--- config.mk ---
export PLATFORM = sky130hd
export DESIGN_NAME = parity_link_ctrl_flat
export DESIGN_NICKNAME = d
export VERILOG_FILES = /design/src/rtl/parity_link_pkg.sv /design/src/rtl/parity_link_ctrl_if.sv /design/src/rtl/parity_link_ctrl_parity4.sv /design/src/rtl/parity_link_ctrl.sv /design/src/flat_wrapper.sv
export SDC_FILE = /design/constraint.sdc
export NUM_CORES = 1
export LEC_CHECK = 0
export ABC_AREA = 1
export CORE_MARGIN = 4
export CORE_UTILIZATION = 34
export CTS_CLUSTER_SIZE = 10
export DETAILED_ROUTE_END_ITERATION = 16
export PLACE_DENSITY = 0.54
export SETUP_SLACK_MARGIN = 0.3
export SYNTH_ARGS = -nofsm -noshare
export SYNTH_HDL_FRONTEND = slang
export SYNTH_SLANG_ARGS = --single-unit
--- constraint.sdc ---
create_clock -name clk -period 1.5 [get_ports clk]
set_clock_uncertainty 0.05 [all_clocks]
set_input_delay 0.3 -clock clk [delete_from_list [all_inputs] [get_ports clk]]
set_output_delay 0.3 -clock clk [all_outputs]
set_load 0.01 [all_outputs]
--- src/rtl/parity_link_pkg.sv ---
// Shared definitions for the parity serial link controller.
// Holds the TX/RX state encodings and the frame geometry constants.
package parity_link_pkg;

  localparam int   FRAME_BITS = 7;
  localparam int   DATA_BITS  = 4;
  localparam logic IDLE_LVL   = 1'b1;

  typedef enum logic [2:0] {
    TX_IDLE,
    TX_START,
    TX_D,
    TX_PAR,
    TX_STOP
  } tx_state_t;

  typedef enum logic [2:0] {
    RX_IDLE,
    RX_D,
    RX_PAR,
    RX_STOP,
    RX_WAIT
  } rx_state_t;

endpackage

--- src/rtl/parity_link_ctrl_if.sv ---
// Nibble-side bus of the parity link controller.
//   tx_data/tx_valid/tx_ready : nibble to send, valid/ready handshake
//   rx_data/rx_valid          : received nibble, one-cycle pulse on good stop
//   rx_perr                   : parity error qualifier for rx_valid
//   rx_ferr                   : one-cycle pulse on a bad stop bit
// master = nibble datapath, slave = link controller.
interface parity_link_ctrl_if;
  import parity_link_pkg::*;

  logic [DATA_BITS-1:0] tx_data;
  logic                 tx_valid;
  logic                 tx_ready;
  logic [DATA_BITS-1:0] rx_data;
  logic                 rx_valid;
  logic                 rx_perr;
  logic                 rx_ferr;

  modport master (
    output tx_data, tx_valid,
    input  tx_ready, rx_data, rx_valid, rx_perr, rx_ferr
  );

  modport slave (
    input  tx_data, tx_valid,
    output tx_ready, rx_data, rx_valid, rx_perr, rx_ferr
  );

endinterface

--- src/rtl/parity_link_ctrl_parity4.sv ---
// Even-parity generator for one nibble.
//   d : 4-bit data in
//   p : parity bit making the ones count over d and p even
module parity4
  import parity_link_pkg::*;
(
  input  logic [DATA_BITS-1:0] d,
  output logic                 p
);

  assign p = ^d;

endmodule

--- src/rtl/parity_link_ctrl.sv ---
// Serial link controller: frames nibbles as start,d0..d3,parity,stop on
// ser_out and checks incoming frames on ser_in, with a saturating error count.
//   clk, rst_n : clock, synchronous active-low reset
//   link       : nibble-side bus (slave modport)
//   ser_out    : serial line out, idles high
//   ser_in     : serial line in, idles high
//   err_cnt    : saturating count of parity + framing errors
//   err_clr    : synchronous clear of err_cnt, wins over a same-edge error
module parity_link_ctrl
  import parity_link_pkg::*;
#(
  parameter int ERR_CNT_W = 8
) (
  input  logic                 clk,
  input  logic                 rst_n,
  parity_link_ctrl_if.slave    link,
  output logic                 ser_out,
  input  logic                 ser_in,
  output logic [ERR_CNT_W-1:0] err_cnt,
  input  logic                 err_clr
);

  // ---------------- TX ----------------
  tx_state_t            tx_state, tx_state_nx;
  logic [1:0]           tx_cnt, tx_cnt_nx;
  logic [DATA_BITS-1:0] tx_buf;
  logic                 tx_par;
  logic                 tx_hs;
  logic                 tx_ready_q, tx_ready_nx;
  logic                 ser_out_q, ser_out_nx;

  parity4 u_tx_par (.d(tx_buf), .p(tx_par));

  assign tx_hs = link.tx_valid & tx_ready_q;

  always_comb begin
    tx_state_nx = tx_state;
    tx_cnt_nx   = tx_cnt;
    case (tx_state)
      TX_IDLE:  if (tx_hs) tx_state_nx = TX_START;
      TX_START: begin
        tx_state_nx = TX_D;
        tx_cnt_nx   = 2'd0;
      end
      TX_D: begin
        if (tx_cnt == 2'd3) tx_state_nx = TX_PAR;
        else                tx_cnt_nx   = tx_cnt + 2'd1;
      end
      TX_PAR:   tx_state_nx = TX_STOP;
      TX_STOP:  tx_state_nx = tx_hs ? TX_START : TX_IDLE;
      default:  tx_state_nx = TX_IDLE;
    endcase
  end

  // Line level and ready are decoded from the next state so both leave the
  // flops aligned with the state they describe.
  always_comb begin
    ser_out_nx = IDLE_LVL;
    case (tx_state_nx)
      TX_START: ser_out_nx = 1'b0;
      TX_D:     ser_out_nx = tx_buf[tx_cnt_nx];
      TX_PAR:   ser_out_nx = tx_par;
      default:  ser_out_nx = IDLE_LVL;
    endcase
    tx_ready_nx = (tx_state_nx == TX_IDLE) || (tx_state_nx == TX_STOP);
  end

  always_ff @(posedge clk) begin
    if (!rst_n) begin
      tx_state   <= TX_IDLE;
      tx_cnt     <= '0;
      tx_buf     <= '0;
      tx_ready_q <= 1'b1;
      ser_out_q  <= IDLE_LVL;
    end else begin
      tx_state   <= tx_state_nx;
      tx_cnt     <= tx_cnt_nx;
      tx_ready_q <= tx_ready_nx;
      ser_out_q  <= ser_out_nx;
      if (tx_hs) tx_buf <= link.tx_data;
    end
  end

  // ---------------- RX ----------------
  rx_state_t            rx_state, rx_state_nx;
  logic [1:0]           rx_cnt, rx_cnt_nx;
  logic [DATA_BITS-1:0] rx_sh;
  logic                 rx_p;
  logic                 rx_par;
  logic                 valid_nx, ferr_nx, perr_nx;
  logic [DATA_BITS-1:0] rx_data_q;
  logic                 rx_valid_q, rx_perr_q, rx_ferr_q;
  logic                 err_inc;

  parity4 u_rx_par (.d(rx_sh), .p(rx_par));

  always_comb begin
    rx_state_nx = rx_state;
    rx_cnt_nx   = rx_cnt;
    valid_nx    = 1'b0;
    ferr_nx     = 1'b0;
    perr_nx     = 1'b0;
    case (rx_state)
      RX_IDLE: begin
        if (!ser_in) begin
          rx_state_nx = RX_D;
          rx_cnt_nx   = 2'd0;
        end
      end
      RX_D: begin
        if (rx_cnt == 2'd3) rx_state_nx = RX_PAR;
        else                rx_cnt_nx   = rx_cnt + 2'd1;
      end
      RX_PAR:  rx_state_nx = RX_STOP;
      RX_STOP: begin
        if (ser_in) begin
          valid_nx    = 1'b1;
          perr_nx     = (rx_p != rx_par);
          rx_state_nx = RX_IDLE;
        end else begin
          ferr_nx     = 1'b1;
          rx_state_nx = RX_WAIT;
        end
      end
      // A held-low line after a bad stop must not be taken as a new start.
      RX_WAIT: if (ser_in) rx_state_nx = RX_IDLE;
      default: rx_state_nx = RX_IDLE;
    endcase
  end

  // Counted on the same edge the flags are registered so err_cnt moves
  // together with the rx_valid/rx_ferr pulse.
  assign err_inc = (valid_nx & perr_nx) | ferr_nx;

  always_ff @(posedge clk) begin
    if (!rst_n) begin
      rx_state   <= RX_IDLE;
      rx_cnt     <= '0;
      rx_sh      <= '0;
      rx_p       <= 1'b0;
      rx_data_q  <= '0;
      rx_valid_q <= 1'b0;
      rx_perr_q  <= 1'b0;
      rx_ferr_q  <= 1'b0;
      err_cnt    <= '0;
    end else begin
      rx_state   <= rx_state_nx;
      rx_cnt     <= rx_cnt_nx;
      rx_valid_q <= valid_nx;
      rx_perr_q  <= perr_nx;
      rx_ferr_q  <= ferr_nx;
      if (rx_state == RX_D)   rx_sh[rx_cnt] <= ser_in;
      if (rx_state == RX_PAR) rx_p          <= ser_in;
      if (valid_nx)           rx_data_q     <= rx_sh;
      if (err_clr)
        err_cnt <= '0;
      else if (err_inc && (err_cnt != '1))
        err_cnt <= err_cnt + {{(ERR_CNT_W-1){1'b0}}, 1'b1};
    end
  end

  assign ser_out       = ser_out_q;
  assign link.tx_ready = tx_ready_q;
  assign link.rx_data  = rx_data_q;
  assign link.rx_valid = rx_valid_q;
  assign link.rx_perr  = rx_perr_q;
  assign link.rx_ferr  = rx_ferr_q;

endmodule

--- src/flat_wrapper.sv ---
// flat-port wrapper written by rule: the top's interface ports become plain ports
module parity_link_ctrl_flat import parity_link_pkg::*;
#(
  parameter int ERR_CNT_W = 8
)
  (clk, rst_n, ser_out, ser_in, err_cnt, err_clr, link_tx_data, link_tx_valid, link_tx_ready, link_rx_data, link_rx_valid, link_rx_perr, link_rx_ferr);
  parity_link_ctrl_if link_i ();
  input  logic clk;
  input  logic rst_n;
  output logic ser_out;
  input  logic ser_in;
  output logic [ERR_CNT_W-1:0] err_cnt;
  input  logic err_clr;
  input wire logic [$bits(link_i.tx_data)-1:0] link_tx_data;
  input wire logic [$bits(link_i.tx_valid)-1:0] link_tx_valid;
  output wire logic [$bits(link_i.tx_ready)-1:0] link_tx_ready;
  output wire logic [$bits(link_i.rx_data)-1:0] link_rx_data;
  output wire logic [$bits(link_i.rx_valid)-1:0] link_rx_valid;
  output wire logic [$bits(link_i.rx_perr)-1:0] link_rx_perr;
  output wire logic [$bits(link_i.rx_ferr)-1:0] link_rx_ferr;
  assign link_i.tx_data = link_tx_data;
  assign link_i.tx_valid = link_tx_valid;
  assign link_tx_ready = link_i.tx_ready;
  assign link_rx_data = link_i.rx_data;
  assign link_rx_valid = link_i.rx_valid;
  assign link_rx_perr = link_i.rx_perr;
  assign link_rx_ferr = link_i.rx_ferr;
  parity_link_ctrl #(.ERR_CNT_W(ERR_CNT_W)) u_core (.clk(clk), .rst_n(rst_n), .link(link_i), .ser_out(ser_out), .ser_in(ser_in), .err_cnt(err_cnt), .err_clr(err_clr));
endmodule
==> run metrics <==
status complete, no violations; Layout Cells excl Fill 355; #FFs+latches synth 36; Starting DRT DRC Count 63; Pint between 1500 and 2000 uW; Initial Util 0.352; Core Area roughly 4700 um^2; max capacitance violation total 0; htree depth 2; Synthesis Warnings 0; via count of the first global-routing pass 1576; Clock Power Share 0.321; Reg clk slew, reported paths approximately 80 ps; Cell variety after synth 25; Final setup viols 0; first-pass GRT wire length roughly 7000 um; chip width 78.0 um; Net Sw Frac 0.298; Pwr Total between 2000 and 3000 uW; First-pass DRT Iterations 4; most frequent cells in the layout 32 x buf_4, 30 x nand2_1, 18 x inv_1, 18 x a21oi_1, 18 x dfxtp_2; die area 6080 um^2; Net Sw Power slightly below 800 uW; Post-Syn Area around 1700 um^2; DP Worst Slack -194 ps; CTS sink count 36; Critical Path RT ~1700 ps; clock insertion delay at the later pin of the skew report 290 ps; syn_area_per_cell 7.63 um^2; Max Clk Rate ~0.75 GHz; Hold Fails Final Rpt 0; peak supply drop around 0.7 mV; largest net degree at the start of global routing 12; sequential power share 0.415; placer congestion estimate 0.746; Worst Reg-to-Reg Cells 7; Hold Path Class reg -> reg; Total GRT Usage 0.146; Placed Cells about 330; Post-DP HPWL 2680 um; hold path depth 1; Detailed Route WL 4190 um; critical path class reg -> reg; commonest non-fill, non-tap cell in the layout buf_4; initial antenna violation count 0; r2r setup slk approximately 160 ps; post-cts hold buffer count 0; CTS tree done; Inserted Diodes 0; RSZ-0062 raised after global routing true; routed vias/inst between 4 and 5; final count of pins violating max slew 0; Pleak around 0.0011 uW; Crit Path Max Fanout 7; Max clock buf depth 2; I/O pins 26; root buffer cell clkbuf_8; Die Y roughly 78 um; Fill cells about 460; DR vias about 1600; Slew Limit Headroom 0.813; Arr. time, crit path 1520 ps; antenna viol nets, final 0; setup ws final ~160 ps; Pwr Density about 990 nW/um^2; row count 25; Setup crit start kind flop; port bufs 25; layout cells sized above 1 0.503; global route total overflow 0; DRC 0; Inserted Clock Buffers 5; period utilisation layout 0.894; cell area after layout 2640 um^2; Combinational Power Share 0.264; DR WL/cell around 12 um; Gate Count Post-Synth roughly 220; Post-Route Utilization 0.558; sequential share of the synthesized area 0.433; Final min period 1340 ps; nets roughly 300; Area Growth Syn to Fin 58.3%; Worst setup EP type flop; Worst-Margin Slew approximately 280 ps; area post-placement 2170 um^2; post-synthesis net count 232
==> cells by family (layout without fill, tap and decap cells) <==
family                     count (synthesis)  in the layout  share of synthesized area
adders and majority gates                  5              5                     0.0376
AOI/OAI and AO/OA                         46             46                      0.147
buffers and inverters                     31             99                     0.0699
xor gates and xnor gates                   9              9                     0.0474
DFF                                       36             36                      0.433
and+or+nand+nor                           91             93                      0.265
==> power groups by stage <==
stage / clock [uW] / combinational [uW] / sequential [uW]
floorplan: 0 / 284 / 1090
global placement: 0 / 429 / 1090
detailed placement: 0 / 431 / 1090
CTS: 864 / 587 / 1080
global route: 896 / 758 / 1090
finish: 837 / 687 / 1080
==> synthesized netlist by cell type <==
master,n,share of area
a211oi_1,3,0.014
a21oi_1,23,0.069
a311oi_1,1,0.0053
and2_1,1,0.0038
clkbuf_1,2,0.0045
dfxtp_1,36,0.43
ha_1,5,0.038
inv_1,28,0.063
inv_2,1,0.0023
nand2_1,42,0.095
nand2_2,3,0.011
nand2_4,2,0.014
nand3_1,17,0.051
nand3_2,2,0.012
nand3_4,1,0.011
nand4_1,2,0.0075
nor2_1,18,0.041
nor2_4,1,0.0068
nor3_4,1,0.0098
nor4_1,1,0.0038
o21ai_0,17,0.051
o21ai_1,1,0.0030
o31ai_1,1,0.0045
xnor2_1,6,0.032
xor2_1,3,0.016
==> path summary, 6_finish.rpt <==
check,start,end
setup / recovery,u_core.err_cnt[0]$_SDFFE_PP0P_,u_core.err_cnt[1]$_SDFFE_PP0P_
hold / removal,u_core.tx_state[2]$_SDFF_PN0_,u_core.tx_state[2]$_SDFF_PN0_
setup reg to reg,u_core.err_cnt[0]$_SDFFE_PP0P_,u_core.err_cnt[1]$_SDFFE_PP0P_
hold reg to reg,u_core.tx_state[2]$_SDFF_PN0_,u_core.tx_state[2]$_SDFF_PN0_
==> critical path, stage by stage (launching register included) <==
cell     delay (ps)
dfxtp_4         380
ha_4            160
nand3_4          80
nor2_4          140
nand3_4         150
nand2_8         130
nand2_2          60
a21oi_2         120
==> metrics by stage <==
stage	setup TNS (ps)	hold slack, ps
after floorplan	0	350
after global placement	-1410	364
after detailed placement	-1650	373
after CTS	0	359
after global routing	0	389
final	0	370
==> routing by layer <==
| layer | vias up | part of all wire | global-route usage | wire, um |
|---|---|---|---|---|
| li1 | 857 | - | - | - |
| met1 | 752 | 0.43 | 0.174 | 1790 |
| met2 | 24 | 0.51 | 0.241 | 2140 |
| met3 | 11 | 0.033 | 0.0348 | 138 |
| met4 | 0 | 0.027 | 0.0804 | 115 |
| met5 | - | 0 | 0 | 0 |
==> final cells by class <==
class | count | area, um^2 | area share
Inverter | 29 | 111 | 0.0423
Tap cell | 67 | 83.8 | 0.0318
Sequential cell | 36 | 762 | 0.289
Clock inverter | 3 | 37.5 | 0.0142
Multi-Input combinational cell | 153 | 1090 | 0.412
Timing Repair Buffer | 62 | 485 | 0.184
Clock buffer | 5 | 68.8 | 0.0261
==> flip-flops by register name, indices dropped and copies added (netlist names), 2 cells and up <==
register / count
u_core.tx_state: 3
u_core.rx_sh: 4
u_core.rx_state: 3
u_core.tx_buf: 4
u_core.rx_cnt: 2
u_core.err_cnt: 8
u_core.link.rx_data: 4
u_core.tx_cnt: 2
==> what timing repair did <==
| action | in CTS | in global routing |
|---|---|---|
| gates cloned | 2 | 0 |
| gates resized for setup | 105 | 44 |
| hold endpoints to repair | 0 | 0 |
| pin swaps | 23 | 12 |
| buffers inserted | 15 | 5 |
| setup endpoints to repair | 38 | 39 |
No activity file was read; power rests on OpenSTA's default activity.
